<file path="src/rtl/sa_pkg.sv">
// Shared types for the systolic-array data feeder: default geometry, row type, FSM states.
package sa_pkg;

  localparam int unsigned SaWidth     = 8;
  localparam int unsigned SaDataWidth = 8;

  typedef logic [SaWidth-1:0][SaDataWidth-1:0] row_t;

  typedef enum logic [1:0] {
    StIdle,
    StFetch,
    StFlush,
    StDone
  } feed_state_t;

endpackage

</file>
<file path="src/rtl/sa_feed_fifo.sv">
// Two-entry row FIFO. The feeder's read credit keeps at most two rows outstanding,
// so a push never arrives while the FIFO is full.
module sa_feed_fifo
  import sa_pkg::*;
#(
  parameter int unsigned RowBits = $bits(row_t)
) (
  input  logic               clk,
  input  logic               rst,
  input  logic               push_i,
  input  logic [RowBits-1:0] wdata_i,
  input  logic               pop_i,
  output logic [RowBits-1:0] rdata_o,
  output logic [1:0]         count_o
);

  logic [RowBits-1:0] mem_q [2];
  logic               wr_ptr_q;
  logic               rd_ptr_q;
  logic [1:0]         count_q;

  // Storage, pointers and occupancy; push and pop may happen in the same cycle.
  always_ff @(posedge clk or posedge rst) begin
    if (rst) begin
      mem_q[0] <= '0;
      mem_q[1] <= '0;
      wr_ptr_q <= 1'b0;
      rd_ptr_q <= 1'b0;
      count_q  <= 2'd0;
    end else begin
      if (push_i) begin
        mem_q[wr_ptr_q] <= wdata_i;
        wr_ptr_q        <= ~wr_ptr_q;
      end
      if (pop_i) begin
        rd_ptr_q <= ~rd_ptr_q;
      end
      count_q <= count_q + 2'(push_i) - 2'(pop_i);
    end
  end

  assign rdata_o = mem_q[rd_ptr_q];
  assign count_o = count_q;

endmodule

</file>
<file path="src/rtl/sa_data_feeder.sv">
// Streams a tile of activation rows from the buffer into the systolic array input,
// followed by a number of all-zero drain rows, honouring a downstream stall.
module sa_data_feeder
  import sa_pkg::*;
#(
  parameter int unsigned WIDTH      = SaWidth,
  parameter int unsigned DATA_WIDTH = SaDataWidth,
  parameter int unsigned ADDR_W     = 10,
  parameter int unsigned CNT_W      = 8
) (
  input  logic                                clk,
  input  logic                                rst,
  input  logic                                start,
  input  logic [ADDR_W-1:0]                   base_addr,
  input  logic [CNT_W-1:0]                    num_rows,
  input  logic [3:0]                          flush_rows,
  input  logic                                sign_en,
  input  logic                                stall,
  output logic                                rd_en,
  output logic [ADDR_W-1:0]                   rd_addr,
  input  logic [WIDTH*DATA_WIDTH-1:0]         rd_data,
  output logic                                data_iv,
  output logic [WIDTH-1:0][DATA_WIDTH-1:0]    data_id,
  output logic                                data_sign_en,
  output logic                                busy,
  output logic                                done
);

  localparam int unsigned RowBits = WIDTH * DATA_WIDTH;

  feed_state_t state_q, state_d;

  logic               rd_en_q, rd_en_d;
  logic [ADDR_W-1:0]  rd_addr_q, rd_addr_d;
  logic [CNT_W-1:0]   left_q, left_d;          // reads still to issue after the current one
  logic [3:0]         flush_left_q, flush_left_d;
  logic               rvalid_q;                // rd_data carries a row this cycle
  logic               sign_q, sign_d;
  logic               data_iv_q, data_iv_d;
  logic [RowBits-1:0] data_id_q, data_id_d;

  logic               push, pop;
  logic [RowBits-1:0] fifo_rdata;
  logic [1:0]         fifo_cnt, fifo_cnt_nxt;
  logic               drained, flush_avail, credit_ok;

  sa_feed_fifo #(
    .RowBits (RowBits)
  ) u_fifo (
    .clk     (clk),
    .rst     (rst),
    .push_i  (push),
    .wdata_i (rd_data),
    .pop_i   (pop),
    .rdata_o (fifo_rdata),
    .count_o (fifo_cnt)
  );

  // Every data row has been issued, returned and handed to the output register.
  assign drained = (state_q == StFetch) && (left_q == '0) && !rd_en_q && !rvalid_q &&
                   (fifo_cnt == 2'd0);
  // Flush beats start in the drained cycle so data and zero rows run back to back.
  assign flush_avail = ((state_q == StFlush) || drained) && (flush_left_q != 4'd0);

  assign fifo_cnt_nxt = fifo_cnt + 2'(push) - 2'(pop);
  // Rows buffered next cycle plus the read landing next cycle must leave room for one more.
  assign credit_ok = ({1'b0, fifo_cnt_nxt} + {2'b00, rd_en_q}) < 3'd2;

  // Output register source select: FIFO head first (ordering), then bypass, then flush.
  always_comb begin
    data_iv_d    = 1'b0;
    data_id_d    = data_id_q;
    push         = 1'b0;
    pop          = 1'b0;
    flush_left_d = flush_left_q;
    if ((state_q == StIdle) && start) begin
      flush_left_d = flush_rows;
    end else if ((state_q == StFetch) || (state_q == StFlush)) begin
      if (!stall) begin
        if (fifo_cnt != 2'd0) begin
          data_iv_d = 1'b1;
          data_id_d = fifo_rdata;
          pop       = 1'b1;
          push      = rvalid_q;
        end else if (rvalid_q) begin
          data_iv_d = 1'b1;
          data_id_d = rd_data;
        end else if (flush_avail) begin
          data_iv_d    = 1'b1;
          data_id_d    = '0;
          flush_left_d = flush_left_q - 4'd1;
        end
      end else begin
        push = rvalid_q;
      end
    end
  end

  // Tile sequencing and read issue.
  always_comb begin
    state_d   = state_q;
    rd_en_d   = 1'b0;
    rd_addr_d = rd_addr_q;
    left_d    = left_q;
    sign_d    = sign_q;
    unique case (state_q)
      StIdle: begin
        if (start) begin
          sign_d    = sign_en;
          rd_addr_d = base_addr;
          if (num_rows != '0) begin
            state_d = StFetch;
            rd_en_d = 1'b1;
            left_d  = num_rows - CNT_W'(1);
          end else if (flush_rows != 4'd0) begin
            state_d = StFlush;
          end else begin
            state_d = StDone;
          end
        end
      end
      StFetch: begin
        if ((left_q != '0) && credit_ok) begin
          rd_en_d   = 1'b1;
          rd_addr_d = rd_addr_q + ADDR_W'(1);
          left_d    = left_q - CNT_W'(1);
        end
        if (drained) begin
          state_d = (flush_left_q != 4'd0) ? StFlush : StDone;
        end
      end
      StFlush: begin
        if (flush_left_q == 4'd0) begin
          state_d = StDone;
        end
      end
      StDone: begin
        state_d = StIdle;
      end
      default: begin
        state_d = StIdle;
      end
    endcase
  end

  // State registers; reset abandons the tile and drops any read still returning.
  always_ff @(posedge clk or posedge rst) begin
    if (rst) begin
      state_q      <= StIdle;
      rd_en_q      <= 1'b0;
      rd_addr_q    <= '0;
      left_q       <= '0;
      flush_left_q <= 4'd0;
      rvalid_q     <= 1'b0;
      sign_q       <= 1'b0;
      data_iv_q    <= 1'b0;
      data_id_q    <= '0;
    end else begin
      state_q      <= state_d;
      rd_en_q      <= rd_en_d;
      rd_addr_q    <= rd_addr_d;
      left_q       <= left_d;
      flush_left_q <= flush_left_d;
      rvalid_q     <= rd_en_q;
      sign_q       <= sign_d;
      data_iv_q    <= data_iv_d;
      data_id_q    <= data_id_d;
    end
  end

  assign rd_en        = rd_en_q;
  assign rd_addr      = rd_addr_q;
  assign data_iv      = data_iv_q;
  assign data_id      = data_id_q;
  assign data_sign_en = sign_q;
  assign busy         = (state_q != StIdle);
  assign done         = (state_q == StDone);

endmodule

</file>
<file path="config.mk">
export PLATFORM = sky130hd
export DESIGN_NAME = sa_data_feeder
export DESIGN_NICKNAME = d
export VERILOG_FILES = /design/src/rtl/sa_pkg.sv /design/src/rtl/sa_feed_fifo.sv /design/src/rtl/sa_data_feeder.sv
export SDC_FILE = /design/constraint.sdc
export NUM_CORES = 1
export LEC_CHECK = 0
export ABC_AREA = 1
export CAP_MARGIN = 30
export CORE_ASPECT_RATIO = 1.1
export CORE_MARGIN = 2
export CORE_UTILIZATION = 47
export DETAILED_ROUTE_END_ITERATION = 8
export PLACE_DENSITY = 0.71
export RECOVER_POWER = 100
export SLEW_MARGIN = 5
export SYNTH_ARGS = -nofsm -noshare
export SYNTH_HDL_FRONTEND = slang
export SYNTH_SLANG_ARGS = --single-unit
export TNS_END_PERCENT = 5
</file>
<file path="constraint.sdc">
create_clock -name clk -period 10.3 [get_ports clk]
set_input_delay 1.545 -clock clk [delete_from_list [all_inputs] [get_ports clk]]
set_output_delay 1.545 -clock clk [all_outputs]
set_load 0.02 [all_outputs]
</file>
==> qor_table.md <==
| Step | Result | This run |
|:---|:---|:---|
| sta | Setup TNS Final | 0 ns |
| die | Total Die Area | 24600 um2 |
| clocking | CTS tree | built |
| synth | Number of instances in the synthesized netlist | 1335 |
| setup path | Setup crit start kind | input port |
| sta | Final number of max-transition violations | 364 |
| die | Die outline width | 150 um |
| global routing | Overall Global Routing Usage | 22.1% |
| global routing | First-pass GRT wire length | 44.9 mm |
| sta | Final Worst Setup Slack | 3.37 ns |
| clocking | Clock root cell | clkbuf_16 |
| drt | Routed vias | 9355 |
| setup path | Critical path class | in2reg |
| synth | Mean instance size in the synthesized netlist | 8.23 um2 |
| finish | Total number of nets in the final design | 1562 |
| setup path | FF-to-FF setup slack | 4.27 ns |
| clocking | Number of H-tree branching levels | 1 |
| drt | Initial detailed-routing violation count | 764 |
| setup path | WP data required | 10.69 ns |
| clocking | Number of hold buffers added after cts | 0 |
| drt | Count of TritonRoute iterations in the first routing pass | 5 |
| finish | Most common cell after layout, fill and taps aside | nand2_1 |
| clocking | Buffer count from post-CTS setup fixing | 0 |
| die | Number of rows created at floorplan | 58 |
| synth | Area of the mapped netlist | 11000 um2 |
| sta | Fin crit period | 6.93 ns |
| sta | Relative slew slack | -146% |
| clocking | Maximum clock path buffer count | 3 |
| setup path | Reg2Reg Depth | 20 |
| pwr | Ratio of total power to cell area | 315 nW/um2 |
| sta | Upper clock frequency limit | 144 MHz |
| drt | Aggregate routed wire length | 26.8 mm |
| setup path | CP arrival | 7.32 ns |
| finish | Commonest non-fill, non-tap cells in the layout | nand2_1, dfrtp_1, o21ai_0 |
| drt | Vias per inst | 5.27 |
| finish | Number of antenna diodes | 0 |
| synth | Sequential cell area fraction in the yosys report | 51.0% |
| die | Initial Utilization | 47.9% |
| flow run | Max cap viols | 6 |
| synth | Distinct cell type count of the synthesized netlist | 33 |
| sta | Final hold violations | 0 |
| pwr | Leakage power summed over all cells | 6.66 nW |
| setup path | Peak fanout along the critical path | 66 |
| synth | Post-synthesis net count | 1436 |
| place | Detailed placer's ending HPWL | 16.2 mm |
| setup path | Kind of end point of the critical path | register |
| clocking | Clock sink count | 224 |
| finish | Sequential cell area | 5610 um2 |
| finish | Area added between synthesis and finish | 19.2% |
| sta | Final count of negative-setup-slack endpoints | 0 |
| clocking | Clock insertion delay at the later pin of the skew report | 0.51 ns |
| sta | Clock Skew | 0.00904 ns |
| run status | Violations in the final reports | max-capacitance violations, max-slew violations |
| die | IO Count | 170 |
| synth | Count of yosys warnings during synthesis | 0 |
| finish | Number of fill cells | 2204 |
| global routing | Global-route congestion overflow total | 0 |
| finish | Multi-input gate area | 4180 um2 |
| sta | Post-route fraction of the period consumed by the critical path | 67.2% |
| clocking | Clock slew at the register clock pins of the worst setup and hold paths | 0.06 ns |
| drt | Antenna-violating nets left | 0 |
| sta | RSZ-0062 raised after global routing | no |
| pwr | Overall Power | 4.13 mW |
| global routing | Largest net degree at the start of global routing | 86 |
| finish | Share of layout cells above drive strength 1 | 4.88% |
| clocking | Number of gates resized after CTS | 0 |
| place | Minimum setup slack after placement | 5.14 ns |
| run status | Result of the run | finished, violations left |
| clocking | CTS buffer count | 23 |
| place | IO buf count | 169 |
| die | Placeable Area | 22900 um2 |
| die | Die extent in y | 164 um |
| hold path | Class of the tightest hold or removal check | reg2reg |
| global routing | Number of antenna violations at the first check in global routing | 0 |
| pwr | IR Drop Worst-Case VDD | 0.000179 V |
| hold path | Cells on Worst Hold Path | 2 |
| drt | Wire per inst | 15.1 um |
| place | Routability cong. | 0.842 |
| sta | Slew of the pin with the lowest slew margin | 3.66 ns |
| synth | Number of register bits inferred by synthesis | 224 |
| global routing | Via count of the first global-routing pass | 9063 |
| drt | Total DRC errors in the routed layout | 0 |
routing by layer:
metal  global-route usage (%)  vias to the layer above  part of all wire (%)
li1                         -                     4560                     -
met1                     31.2                     4429                    44
met2                     36.4                      326                    47
met3                     3.50                       40                   7.7
met4                     4.93                        0                   1.6
met5                        0                        -                     0
cells in the mapped netlist, drive strengths merged:
master  count  area share, %
o21bai      3           0.20
nand3      93            4.2
or2         7           0.42
ha         10            1.1
xnor2       1          0.080
o22ai      65            3.7
nand4       3           0.17
clkinv      1          0.034
inv       115            3.9
nand3b      3           0.20
buf        55            4.0
o21ai     205             11
dfrtp     224             51
nand2     421             15
clkbuf     27           0.93
a21oi       3           0.14
nor2       93            3.3
xor2        2           0.16
nor3        4           0.27
worst max-delay path, stage by stage:
cell and delay, ns:
dlygate4sd3_1 0.58, nand2_1 0.29, inv_1 0.23, nor3_4 0.14, clkbuf_1 2.40, nand2_1 0.28
inv_1 0.17, ha_1 0.24, inv_1 0.06, ha_1 0.15, inv_1 0.04, nand2_1 0.08
nand3b_1 0.08, nand2_1 0.09, nand2_1 0.12, nand2_1 0.32, nand2_1 0.29, nand2_1 0.13
nand2_1 0.06
where the power goes:
| group | leakage (nW) | switching, mW | internal, mW |
|---|---|---|---|
| logic | 3.46 | 1.17 | 0.689 |
| clock network | 0.351 | 0.334 | 0.444 |
| registers | 2.85 | 0.222 | 1.27 |
| total | 6.66 | 1.73 | 2.40 |
area by class of cell:
type                            count  share of cell area [%]
Sequential cell                   224                    42.8
Multi-Input combinational cell    913                    31.9
Timing Repair Buffer              183                    13.7
Clock buffer                       31                    5.01
Inverter                          116                    3.33
Tap cell                          300                    2.87
Clock inverter                      8                   0.354
kinds of logic after synthesis:
kind of cell	Yosys count	share of synthesized area (%)
buffers and inverters	198	8.94
DFF	224	51.0
adders and majority gates	10	1.14
AOI/OAI and AO/OA	276	15.4
and+or+nand+nor	624	23.3
xor gates and xnor gates	3	0.239
through the flow:
| stage | cells | utilization, % | instance area, um2 | hold slack, ns |
|---|---|---|---|---|
| floorplan | 1335 | - | 11000 | 0.450 |
| global placement | 1734 | 55.0 | 12600 | 0.452 |
| detailed placement | 1734 | 55.0 | 12600 | 0.453 |
| CTS | 1773 | 58.1 | 13300 | 0.470 |
| global route | 1775 | 57.1 | 13100 | 0.488 |
| finish | 1775 | 57.1 | 13100 | 0.460 |
path summary, 6_finish.rpt:
| check | end | start |
|---|---|---|
| setup / recovery | rd_addr[6]$_DFFE_PP0P_ | start |
| hold / removal | data_id[44]$_DFFE_PP0P_ | data_id[44]$_DFFE_PP0P_ |
| setup reg to reg | rd_addr[6]$_DFFE_PP0P_ | state_q[0]$_DFFE_PP0P_ |
| hold reg to reg | data_id[44]$_DFFE_PP0P_ | data_id[44]$_DFFE_PP0P_ |
| max in group asynchronous | u_fifo.mem_q[86]$_DFFE_PP0P_ | rst |
| min in group asynchronous | state_q[0]$_DFFE_PP0P_ | rst |
registers in the layout (all words and copies together) (netlist names):
| signal | flops |
|---|---|
| u_fifo.mem_q | 128 |
| data_sign_en | 1 |
| rd_addr | 10 |
| u_fifo.count_o | 2 |
| left_q | 8 |
| data_iv | 1 |
| flush_left_q | 4 |
| state_q | 2 |
| u_fifo.rd_ptr_q | 1 |
| rd_en | 1 |
| data_id | 64 |
| rvalid_q | 1 |
| u_fifo.wr_ptr_q | 1 |
(Power assumes the default switching activity.)
